**src/rtl/mvm_pp_scheduler_if.sv**
```systemverilog
// ----------------------------------------------------------------------------
// mvm_pp_scheduler_if
// Handshake and bank-control bundle between the loader, the MAC array and the
// ping-pong bank scheduler.
//   slave  : scheduler side. It receives wr_done, issue_hold, out_valid and
//            out_ready. It drives s_ready, wr_bank, rd_bank, rd_addr,
//            mac_valid_in, mac_first, mac_last, full_cnt and err.
//   master : environment side, with the opposite directions.
// ----------------------------------------------------------------------------
interface mvm_pp_scheduler_if #(
   parameter int unsigned NCOLS = 4
);
   localparam int unsigned AW = (NCOLS > 1) ? $clog2(NCOLS) : 1;

   logic          wr_done;
   logic          issue_hold;
   logic          out_valid;
   logic          out_ready;
   logic          s_ready;
   logic          wr_bank;
   logic          rd_bank;
   logic [AW-1:0] rd_addr;
   logic          mac_valid_in;
   logic          mac_first;
   logic          mac_last;
   logic [1:0]    full_cnt;
   logic          err;

   modport slave (
      input  wr_done, issue_hold, out_valid, out_ready,
      output s_ready, wr_bank, rd_bank, rd_addr, mac_valid_in,
             mac_first, mac_last, full_cnt, err
   );

   modport master (
      output wr_done, issue_hold, out_valid, out_ready,
      input  s_ready, wr_bank, rd_bank, rd_addr, mac_valid_in,
             mac_first, mac_last, full_cnt, err
   );
endinterface

```
**src/rtl/mvm_pp_scheduler.sv**
```systemverilog
// ----------------------------------------------------------------------------
// mvm_pp_scheduler
// Ping-pong bank scheduler for the matrix-vector multiplier. It tracks which
// bank the loader fills and which bank the MAC array reads. It issues NCOLS
// read beats for each filled bank. It releases that bank after NROWS results
// have drained downstream.
// Ports
//   clk    : rising-edge clock
//   reset  : asynchronous, active-high; clears all state
//   bus    : mvm_pp_scheduler_if.slave. It carries the loader, issue and drain
//            handshakes and the bank, address and status outputs.
// ----------------------------------------------------------------------------
module mvm_pp_scheduler #(
   parameter int unsigned NROWS = 4,
   parameter int unsigned NCOLS = 4
) (
   input  logic                  clk,
   input  logic                  reset,
   mvm_pp_scheduler_if.slave     bus
);
   localparam int unsigned AW = (NCOLS > 1) ? $clog2(NCOLS) : 1;
   localparam int unsigned CW = (NROWS > 1) ? $clog2(NROWS) : 1;
   localparam logic [AW-1:0] LAST_ADDR = AW'(NCOLS - 1);
   localparam logic [CW-1:0] LAST_OUT  = CW'(NROWS - 1);

   typedef enum logic [1:0] {R_IDLE, R_ISSUE, R_WAIT} state_t;

   state_t        r_state;
   state_t        w_next_state;
   logic          r_wr_bank;
   logic          r_rd_bank;
   logic [1:0]    r_full_cnt;
   logic [1:0]    w_full_nxt;
   logic [AW-1:0] r_rd_addr;
   logic [CW-1:0] r_out_cnt;
   logic          r_err;

   logic          w_hs;
   logic          w_beat;
   logic          w_release;
   logic          w_wr_acc;

   assign w_hs      = bus.out_valid & bus.out_ready;
   assign w_beat    = (r_state == R_ISSUE) & ~bus.issue_hold;
   assign w_release = (r_state == R_WAIT) & w_hs & (r_out_cnt == LAST_OUT);
   // A release in the same cycle frees a bank, so a write at full_cnt==2 still lands
   assign w_wr_acc  = bus.wr_done & ((r_full_cnt != 2'd2) | w_release);

   always_comb begin
      w_full_nxt = r_full_cnt;
      case ({w_wr_acc, w_release})
         2'b10:   w_full_nxt = r_full_cnt + 2'd1;
         2'b01:   w_full_nxt = r_full_cnt - 2'd1;
         default: w_full_nxt = r_full_cnt;
      endcase
   end

   // State register
   always_ff @(posedge clk or posedge reset) begin
      if (reset) r_state <= R_IDLE;
      else       r_state <= w_next_state;
   end

   // Next-state logic
   always_comb begin
      w_next_state = r_state;
      case (r_state)
         R_IDLE:  if (r_full_cnt != 2'd0) w_next_state = R_ISSUE;
         R_ISSUE: if (w_beat && (r_rd_addr == LAST_ADDR)) w_next_state = R_WAIT;
         R_WAIT:  if (w_release)
                     w_next_state = (w_full_nxt != 2'd0) ? R_ISSUE : R_IDLE;
         default: w_next_state = R_IDLE;
      endcase
   end

   // Bank, address, counter and error registers
   always_ff @(posedge clk or posedge reset) begin
      if (reset) begin
         r_wr_bank  <= 1'b0;
         r_rd_bank  <= 1'b0;
         r_full_cnt <= '0;
         r_rd_addr  <= '0;
         r_out_cnt  <= '0;
         r_err      <= 1'b0;
      end else begin
         r_full_cnt <= w_full_nxt;
         if (w_wr_acc)  r_wr_bank <= ~r_wr_bank;
         if (w_release) r_rd_bank <= ~r_rd_bank;

         if (w_beat)
            r_rd_addr <= (r_rd_addr == LAST_ADDR) ? '0 : r_rd_addr + AW'(1);
         else if (r_state == R_IDLE)
            r_rd_addr <= '0;

         if ((r_state == R_WAIT) && w_hs)
            r_out_cnt <= w_release ? '0 : r_out_cnt + CW'(1);

         if ((bus.wr_done && (r_full_cnt == 2'd2)) || (w_hs && (r_state != R_WAIT)))
            r_err <= 1'b1;
      end
   end

   // Output logic
   always_comb begin
      bus.s_ready      = (r_full_cnt != 2'd2);
      bus.wr_bank      = r_wr_bank;
      bus.rd_bank      = r_rd_bank;
      bus.rd_addr      = r_rd_addr;
      bus.mac_valid_in = w_beat;
      bus.mac_first    = w_beat & (r_rd_addr == '0);
      bus.mac_last     = w_beat & (r_rd_addr == LAST_ADDR);
      bus.full_cnt     = r_full_cnt;
      bus.err          = r_err;
   end
endmodule

```
**src/flat_wrapper.sv**
```systemverilog
// flat-port wrapper written by rule: the top's interface ports become plain ports
module mvm_pp_scheduler_flat 
#(
   parameter int unsigned NROWS = 4,
   parameter int unsigned NCOLS = 4
)
  (clk, reset, bus_wr_done, bus_issue_hold, bus_out_valid, bus_out_ready, bus_s_ready, bus_wr_bank, bus_rd_bank, bus_rd_addr, bus_mac_valid_in, bus_mac_first, bus_mac_last, bus_full_cnt, bus_err);
  mvm_pp_scheduler_if #(.NCOLS(NCOLS)) bus_i ();
  input  logic clk;
  input  logic reset;
  input wire logic [$bits(bus_i.wr_done)-1:0] bus_wr_done;
  input wire logic [$bits(bus_i.issue_hold)-1:0] bus_issue_hold;
  input wire logic [$bits(bus_i.out_valid)-1:0] bus_out_valid;
  input wire logic [$bits(bus_i.out_ready)-1:0] bus_out_ready;
  output wire logic [$bits(bus_i.s_ready)-1:0] bus_s_ready;
  output wire logic [$bits(bus_i.wr_bank)-1:0] bus_wr_bank;
  output wire logic [$bits(bus_i.rd_bank)-1:0] bus_rd_bank;
  output wire logic [$bits(bus_i.rd_addr)-1:0] bus_rd_addr;
  output wire logic [$bits(bus_i.mac_valid_in)-1:0] bus_mac_valid_in;
  output wire logic [$bits(bus_i.mac_first)-1:0] bus_mac_first;
  output wire logic [$bits(bus_i.mac_last)-1:0] bus_mac_last;
  output wire logic [$bits(bus_i.full_cnt)-1:0] bus_full_cnt;
  output wire logic [$bits(bus_i.err)-1:0] bus_err;
  assign bus_i.wr_done = bus_wr_done;
  assign bus_i.issue_hold = bus_issue_hold;
  assign bus_i.out_valid = bus_out_valid;
  assign bus_i.out_ready = bus_out_ready;
  assign bus_s_ready = bus_i.s_ready;
  assign bus_wr_bank = bus_i.wr_bank;
  assign bus_rd_bank = bus_i.rd_bank;
  assign bus_rd_addr = bus_i.rd_addr;
  assign bus_mac_valid_in = bus_i.mac_valid_in;
  assign bus_mac_first = bus_i.mac_first;
  assign bus_mac_last = bus_i.mac_last;
  assign bus_full_cnt = bus_i.full_cnt;
  assign bus_err = bus_i.err;
  mvm_pp_scheduler #(.NROWS(NROWS), .NCOLS(NCOLS)) u_core (.clk(clk), .reset(reset), .bus(bus_i));
endmodule
```
**config.mk**
```make
export PLATFORM = sky130hd
export DESIGN_NAME = mvm_pp_scheduler_flat
export DESIGN_NICKNAME = d
export VERILOG_FILES = /design/src/rtl/mvm_pp_scheduler_if.sv /design/src/rtl/mvm_pp_scheduler.sv /design/src/flat_wrapper.sv
export SDC_FILE = /design/constraint.sdc
export NUM_CORES = 1
export LEC_CHECK = 0
export CORE_AREA = 2 2 41 43
export CTS_CLUSTER_DIAMETER = 150
export CTS_CLUSTER_SIZE = 28
export DETAILED_ROUTE_END_ITERATION = 8
export DIE_AREA = 0 0 43 45
export GPL_TIMING_DRIVEN = 0
export PLACE_DENSITY = 0.82
export RECOVER_POWER = 25
export SYNTH_ARGS = -nofsm -noshare
export SYNTH_HDL_FRONTEND = slang
export SYNTH_SLANG_ARGS = --single-unit
```
**constraint.sdc**
```tcl
create_clock -name clk -period 2.7 [get_ports clk]
set_input_delay 0.675 -clock clk [delete_from_list [all_inputs] [get_ports clk]]
set_output_delay 0.675 -clock clk [all_outputs]
set_load 0.01 [all_outputs]
```
==> metrics.md, run 1 <==
| Metric | Value |
|---|---|
| Result of the run | complete, no violations |
| Number of buffers on the longest clock path | 2 |
| Net count after synthesis | 69 |
| Core region area | 1470 um2 |
| Path type of the worst min-delay path | flip-flop to flip-flop |
| Area taken by multi-input logic gates | 335 um2 |
| Worst Reg2Reg Path Length in Cells | 8 |
| Unrepaired setup endpoints after global routing | no |
| Clk pin slew, worst setup/hold paths | 0.07 ns |
| Die Outline Area | 1940 um2 |
| Endpoint of the worst register-to-register path | u_core.r_state[0] |
| Critical Path Source Type | primary input |
| Series of cell instances along the critical path | dlygate4sd2_1 > nor3b_4 > and2_4 > clkdlybuf4s50_1 |
| Sort of element at the end of the critical path | output port |
| Row count | 14 |
| Number of failing setup endpoints in the final timing report | 0 |
| Final count of hold timing violations | 0 |
| Yosys synthesis warning count | 0 |
| Launching point of the worst reg2reg path | u_core.r_state[0] |
| Cell Area, Synth | 637 um2 |
| Wire length of the first global-routing pass | 2160 um |
| List of most frequent post-synthesis cells | sky130_fd_sc_hd__dfrtp_1, sky130_fd_sc_hd__ha_1, sky130_fd_sc_hd__inv_1, sky130_fd_sc_hd__nand2_1, sky130_fd_sc_hd__xnor2_1 |
| Root buffer selected by CTS | sky130_fd_sc_hd__clkbuf_4 |
| Pins over their slew limit | 0 |
| Number of clock buffers inserted by TritonCTS | 3 |
| Slew at the pin with the worst max-slew slack | 0.424 ns |
| Detailed-route via count | roughly 500 |
| Worst path max stage delay | around 0.53 ns |
| Maximum clock frequency | 0.384 GHz |
| Pin count of the biggest net entering global routing | 12 |
| Crit. Startpoint | bus_issue_hold |
| Ratio of final minimum period to clock period | 0.964 |
| Number of nets still failing antenna checks after routing | 0 |
| Most common cell in the netlist | sky130_fd_sc_hd__dfrtp_1 |
| Worst-path fanout max | 4 |
| Mean post-synth cell area | 10.8 um2 |
| Sequential Area | 275 um2 |
| Total wire length after detailed routing | roughly 1300 um |
| Standard cell with the maximum stage delay on the critical path | sky130_fd_sc_hd__clkdlybuf4s50_1 |
| Gate count after technology mapping | slightly below 60 |
| Share of post-route cells with drive strength above 1 | 0.150 |
| Top Ports | 17 |
| Starting DRC count in detailed routing | 5 |
| Worst path arrival time | 1.93 ns |
| GP Congestion | 0.688 |
| PortBufs | 16 |
| Share of synthesized cell area in full adder, half adder and majority cells | 0.0786 |
| Post-synthesis sequential area ratio | 0.432 |
| Power density normalized to cell area | 1000 nW/um2 |
| TritonCTS clock tree | yes |
| Static leakage power | 0.000390 uW |
| Layout area overhead | 33.4% |
| Antenna violations before repair | 0 |
| Design Power | between 800 and 900 uW |
| Routed wirelength normalized by instance count | 13.4 um |
| Crit Path Category | primary input to output port |
| Fraction of synthesized area in multiplexers | 0 |
| Synth Area in XOR/XNOR | 0.0688 |
| Initial Util | 0.433 |
| Number of remaining DRC errors | 0 |
| Global route overflow | 0 |
| Reg2reg setup slack | 0.64 ns |
| Setup slack of the critical path after layout | just under 0.1 ns |
| Pre-CTS WS | -0.120 ns |
| Synth async-reset ratio | 1.00 |
| Vias per std cell | 5.14 |
| Antenna diodes | 0 |
| Post-synthesis compound-gate area fraction | 0.147 |
| Total negative slack | 0 ns |
| Flip-flop cell with the highest count after synthesis | sky130_fd_sc_hd__dfrtp_1 |
| TritonRoute pass-1 iters | 4 |
| Count of fill cells added during filler insertion | between 100 and 150 |
| Worst slew margin | 0.717 |
| Max cap viols | 0 |
| Share of synthesized cell area in and, or, nand and nor gates | 0.232 |
| Synth area leader | sky130_fd_sc_hd__dfrtp_1 |
| H-tree levels | 1 |
| Number of synthesized flops with an enable pin | 0 |
| Die extent in x | about 43 um |
| Detail Placement HPWL | 981 um |
| Worst endpoint required time | 2.03 ns |
| Worst Clk Skew | between 0.001 and 0.0015 ns |
| Largest cells by area after synthesis | sky130_fd_sc_hd__dfrtp_1, sky130_fd_sc_hd__ha_1, sky130_fd_sc_hd__xnor2_1 |
| Total routing usage reported by global routing | 0.150 |
| Worst Setup EP | bus_mac_last |
| Number of sinks handled by clock tree synthesis | 11 |
| Area fraction of the dominant cell type after synthesis | 0.432 |
| Finished Core Util | 0.577 |
| Maximum resistive drop on vdd | 0.535 mV |
| Post-route minimum period | 2.60 ns |
| Synth cell types | 31 |
| Die boundary height | about 45 um |
| Number of nets in the finished design | 91 |
| Seq cells post-synth | 11 |
| Number of global-route vias before repair | roughly 500 |
| Largest family of logic cells by synthesized area | simple AND/OR/NAND/NOR gates |
| Clock network latency to the later pin of the worst-skew pair | 0.26 ns |
[per-layer routing]
layer | vias to the layer above | wire, um | track usage
met5 | - | 0 | 0
met4 | 0 | 0 | 0.0364
met3 | 0 | 43 | 0.0280
met2 | 7 | 711 | 0.291
met1 | 239 | 534 | 0.171
li1 | 247 | - | -
[worst min-delay path by stage]
stage / start / end / cells after the start
after global placement: u_core.bus.rd_bank / u_core.bus.rd_bank / 1
after detailed placement: u_core.bus.rd_bank / u_core.bus.rd_bank / 1
final: u_core.bus.err / u_core.bus.err / 2
after CTS: u_core.bus.rd_bank / u_core.bus.rd_bank / 1
after global routing: u_core.bus.rd_bank / u_core.bus.rd_bank / 1
after floorplan: u_core.r_out_cnt[1] / u_core.r_out_cnt[1] / 2
[power breakdown]
part	total [uW]	internal [uW]	switching [uW]
sequential	308	233	75.4
combinational	433	252	181
clock	111	57.1	53.7
total	852	541	311
[repair_timing]
item / 4_1_cts / 5_1_grt
endpoints found under the setup margin: 2 / 0
buffers inserted: 1 / 0
hold buffers: 0 / 0
resized for setup: 1 / 0
[flip-flops by register name (all words and copies together), names as in the netlist]
name / count
u_core.bus.rd_bank: 1
u_core.bus.err: 1
u_core.bus.rd_addr: 2
u_core.bus.wr_bank: 1
u_core.r_out_cnt: 2
u_core.r_state: 2
u_core.bus.full_cnt: 2
[through the flow]
step                      area (um2)  instances  hold WS [ns]
after floorplan                  637         59         0.450
after detailed placement         817         91         0.470
after global placement           817         91         0.461
after CTS                        850         96         0.487
final                            850         96         0.483
after global routing             850         96         0.532
[cells by family after synthesis]
family,Yosys count
AO/OA/AOI/OAI,12
AND/OR/NAND/NOR,21
XOR/XNOR,5
buffers and inverters,6
adder cells (fa/ha/maj),4
flip-flops,11
[final cells by class]
type	count	area share
plain buffers	1	0.00589
clock buffers	4	0.0309
inverters	5	0.0250
multi-input cells	42	0.395
flip-flops and latches	11	0.324
well taps	16	0.0236
repair buffers	17	0.196
[critical path, delay by kind of cell]
family        cells  cell delay (ns)
buf+inv           2             0.81
simple gates      2             0.44
[layout by cell type, fill, tap and decap left out, types with 2 or more instances in the layout]
master and n:
sky130_fd_sc_hd__inv_1 4, sky130_fd_sc_hd__nand3_1 2, sky130_fd_sc_hd__o31ai_1 2, sky130_fd_sc_hd__nand2b_1 3, sky130_fd_sc_hd__xnor2_1 4, sky130_fd_sc_hd__nand2_1 4, sky130_fd_sc_hd__a22o_1 2, sky130_fd_sc_hd__dfrtp_1 11
sky130_fd_sc_hd__nor2_1 2, sky130_fd_sc_hd__clkdlybuf4s50_1 14, sky130_fd_sc_hd__clkbuf_4 3, sky130_fd_sc_hd__ha_1 4
No activity file was read; power rests on OpenSTA's default activity.
==> run 2, diff against run 1 <==
--- a/config.mk
+++ b/config.mk
@@ -5,12 +5,12 @@
 export SDC_FILE = /design/constraint.sdc
 export NUM_CORES = 1
 export LEC_CHECK = 0
+export CAP_MARGIN = 20
 export CORE_AREA = 2 2 41 43
 export CTS_CLUSTER_DIAMETER = 150
 export CTS_CLUSTER_SIZE = 28
 export DETAILED_ROUTE_END_ITERATION = 8
 export DIE_AREA = 0 0 43 45
-export GPL_TIMING_DRIVEN = 0
 export PLACE_DENSITY = 0.82
 export RECOVER_POWER = 25
 export SYNTH_ARGS = -nofsm -noshare
==> constraint.sdc (replaced) <==
create_clock -name clk -period 2.7 [get_ports clk]
set_input_delay 0.54 -clock clk [delete_from_list [all_inputs] [get_ports clk]]
set_output_delay 0.54 -clock clk [all_outputs]
set_load 0.01 [all_outputs]
==> metrics.md, run 2 (synthesis gave the netlist of run 1 again) <==
| Metric | Value |
|---|---|
| Result of the run | complete, no violations |
| Leading cell types in the layout, fill and taps excluded | sky130_fd_sc_hd__clkdlybuf4s50_1, sky130_fd_sc_hd__dfrtp_1 |
| CP top delay family | buffers and inverters |
| Number of remaining DRC errors | 0 (unchanged) |
| Max cap viols | 0 (unchanged) |
| Number of clock buffers inserted by TritonCTS | 3 (unchanged) |
| Core region area | 1470 um2 (unchanged) |
| Count of fill cells added during filler insertion | 139 (+0.72%) |
| Share of post-route cells with drive strength above 1 | 0.128 (-0.0218) |
| Static leakage power | 0.000379 uW (-2.7%) |
| Total wire length after detailed routing | 1100 um (-14%) |
| Top Ports | 17 (unchanged) |
| Maximum resistive drop on vdd | 0.523 mV (-2.3%) |
| Clock network latency to the later pin of the worst-skew pair | 0.27 ns (about the same) |
| Path type of the worst min-delay path | flip-flop to flip-flop |
| Global route overflow | 0 (unchanged) |
| Finished Core Util | 0.570 (-0.00765) |
| Number of failing setup endpoints in the final timing report | 0 (unchanged) |
| Worst-path fanout max | 5 (+1) |
| Total negative slack | 0 ns (unchanged) |
| Vias per std cell | 5.16 (+0.47%) |
| Routed wirelength normalized by instance count | 11.7 um (-13%) |
| Unrepaired setup endpoints after global routing | no |
| Final worst hold slack | 0.472 ns (-0.0110 ns) |
| Critical Path Source Type | primary input |
| Row count | 14 (unchanged) |
| Die Outline Area | 1940 um2 (unchanged) |
| Pins over their slew limit | 0 (unchanged) |
| Maximum clock frequency | 0.391 GHz (+1.9%) |
| Buffers inserted during post-CTS setup optimization | 0 (-1) |
| Initial Util | 0.433 (unchanged) |
| Number of buffers on the longest clock path | 2 (unchanged) |
| Number of nets still failing antenna checks after routing | 0 (unchanged) |
| Worst slew margin | 0.717 (about the same) |
| TritonRoute pass-1 iters | 4 (unchanged) |
| Post-cts sizing count | 0 (-1) |
| PortBufs | 16 (unchanged) |
| Most prevalent standard cell on the critical path | sky130_fd_sc_hd__clkdlybuf4s50_1 |
| Layout area overhead | 31.6% |
| Series of cell instances along the critical path | clkdlybuf4s50_1 > nor3b_4 > and2_4 > clkdlybuf4s50_1 |
| Detail Placement HPWL | 897 um (-8.6%) |
| Setup slack of the critical path after layout | 0.145 ns (+0.0491 ns) |
| Pin count of the biggest net entering global routing | 12 (unchanged) |
| GP Congestion | 0.739 (+7.3%) |
| Crit Path Category | primary input to output port |
| Pre-CTS WS | 0.141 ns (+0.261 ns) |
| Post-route minimum period | 2.55 ns (-0.0491 ns) |
| Sort of element at the end of the critical path | output port |
| Worst Clk Skew | 0.00687 ns (+0.00564 ns) |
| Power density normalized to cell area | 992 nW/um2 (-1.1%) |
| Wire length of the first global-routing pass | 1880 um (-13%) |
| Worst path arrival time | 2.01 ns (+0.08 ns) |
| Final count of hold timing violations | 0 (unchanged) |
| H-tree levels | 1 (unchanged) |
| Number of buffers added to fix hold violations after cts | 0 (unchanged) |
| Antenna diodes | 0 (unchanged) |
| Root buffer selected by CTS | sky130_fd_sc_hd__clkbuf_4 |
| Startpoint of the lowest-slack hold path | u_core.bus.rd_bank |
| Crit. Startpoint | bus_issue_hold |
| Detailed-route via count | 485 (-1.6%) |
| Die boundary height | 45 um (unchanged) |
| Standard cell with the maximum stage delay on the critical path | sky130_fd_sc_hd__clkdlybuf4s50_1 |
| Worst path max stage delay | 0.52 ns (about the same) |
| Worst endpoint required time | 2.16 ns (+0.13 ns) |
| Starting DRC count in detailed routing | 4 (-1) |
| Design Power | 831 uW (-2.4%) |
| Antenna violations before repair | 0 (unchanged) |
| Slew at the pin with the worst max-slew slack | 0.424 ns (+0.000202 ns) |
| Clk pin slew, worst setup/hold paths | 0.07 ns (about the same) |
| Most common cell after layout, fill and taps aside | sky130_fd_sc_hd__clkdlybuf4s50_1 |
| Ratio of final minimum period to clock period | 0.946 (-0.0182) |
| TritonCTS clock tree | yes |
| Number of nets in the finished design | 89 (-2.2%) |
| Number of global-route vias before repair | 455 (-9.5%) |
| Worst path bufs/invs | 2 (unchanged) |
| Die extent in x | 43 um (unchanged) |
| Launching point of the worst reg2reg path | u_core.r_state[0] |
| Number of sinks handled by clock tree synthesis | 11 (unchanged) |
| Total routing usage reported by global routing | 0.132 (-0.0183) |
==> run 2: cell count changes in the layout (fill, tap and decap cells not counted) <==
cell | previous run | this run
sky130_fd_sc_hd__clkdlybuf4s50_1 | 14 | 15
sky130_fd_sc_hd__dlygate4sd2_1 | 1 | 0
sky130_fd_sc_hd__buf_4 | 1 | 0
sky130_fd_sc_hd__buf_2 | 1 | 0
==> run 2: where the power goes <==
part,switching [uW],leakage (uW),internal (uW)
clock network,54.9,0.0000150,57.2
registers,86.9,0.000131,233
logic,158,0.000234,241
==> run 2: layout make-up <==
class | count | area, um2 | area share
clock buffer | 4 | 26.3 | 0.0313
inverter | 5 | 21.3 | 0.0254
multi-input combinational | 42 | 335 | 0.400
sequential | 11 | 275 | 0.328
tap | 16 | 20.0 | 0.0239
timing repair buffer | 16 | 160 | 0.191
==> run 2: per-stage QoR <==
step / instances / cell area [um2]
floorplan: 59 / 637
global placement: 90 / 812
detailed placement: 90 / 812
CTS: 94 / 838
global route: 94 / 838
finish: 94 / 838
==> run 2: final timing paths <==
check,to,slack (ns),cells after the start
hold reg to reg,u_core.bus.rd_bank,0.47,1
hold / removal,u_core.bus.rd_bank,0.47,1
min in group asynchronous,u_core.r_out_cnt[0],0.70,2
setup / recovery,bus_mac_last,0.15,4
max in group asynchronous,u_core.bus.full_cnt[1],1.70,2
setup reg to reg,u_core.r_state[0],0.68,8
==> run 2: routing by layer <==
| metal | vias up | track usage | routed length (um) |
|---|---|---|---|
| li1 | 245 | - | - |
| met1 | 225 | 0.180 | 544 |
| met2 | 11 | 0.200 | 498 |
| met3 | 4 | 0.0240 | 38 |
| met4 | 0 | 0.0727 | 21 |
| met5 | - | 0 | 0 |
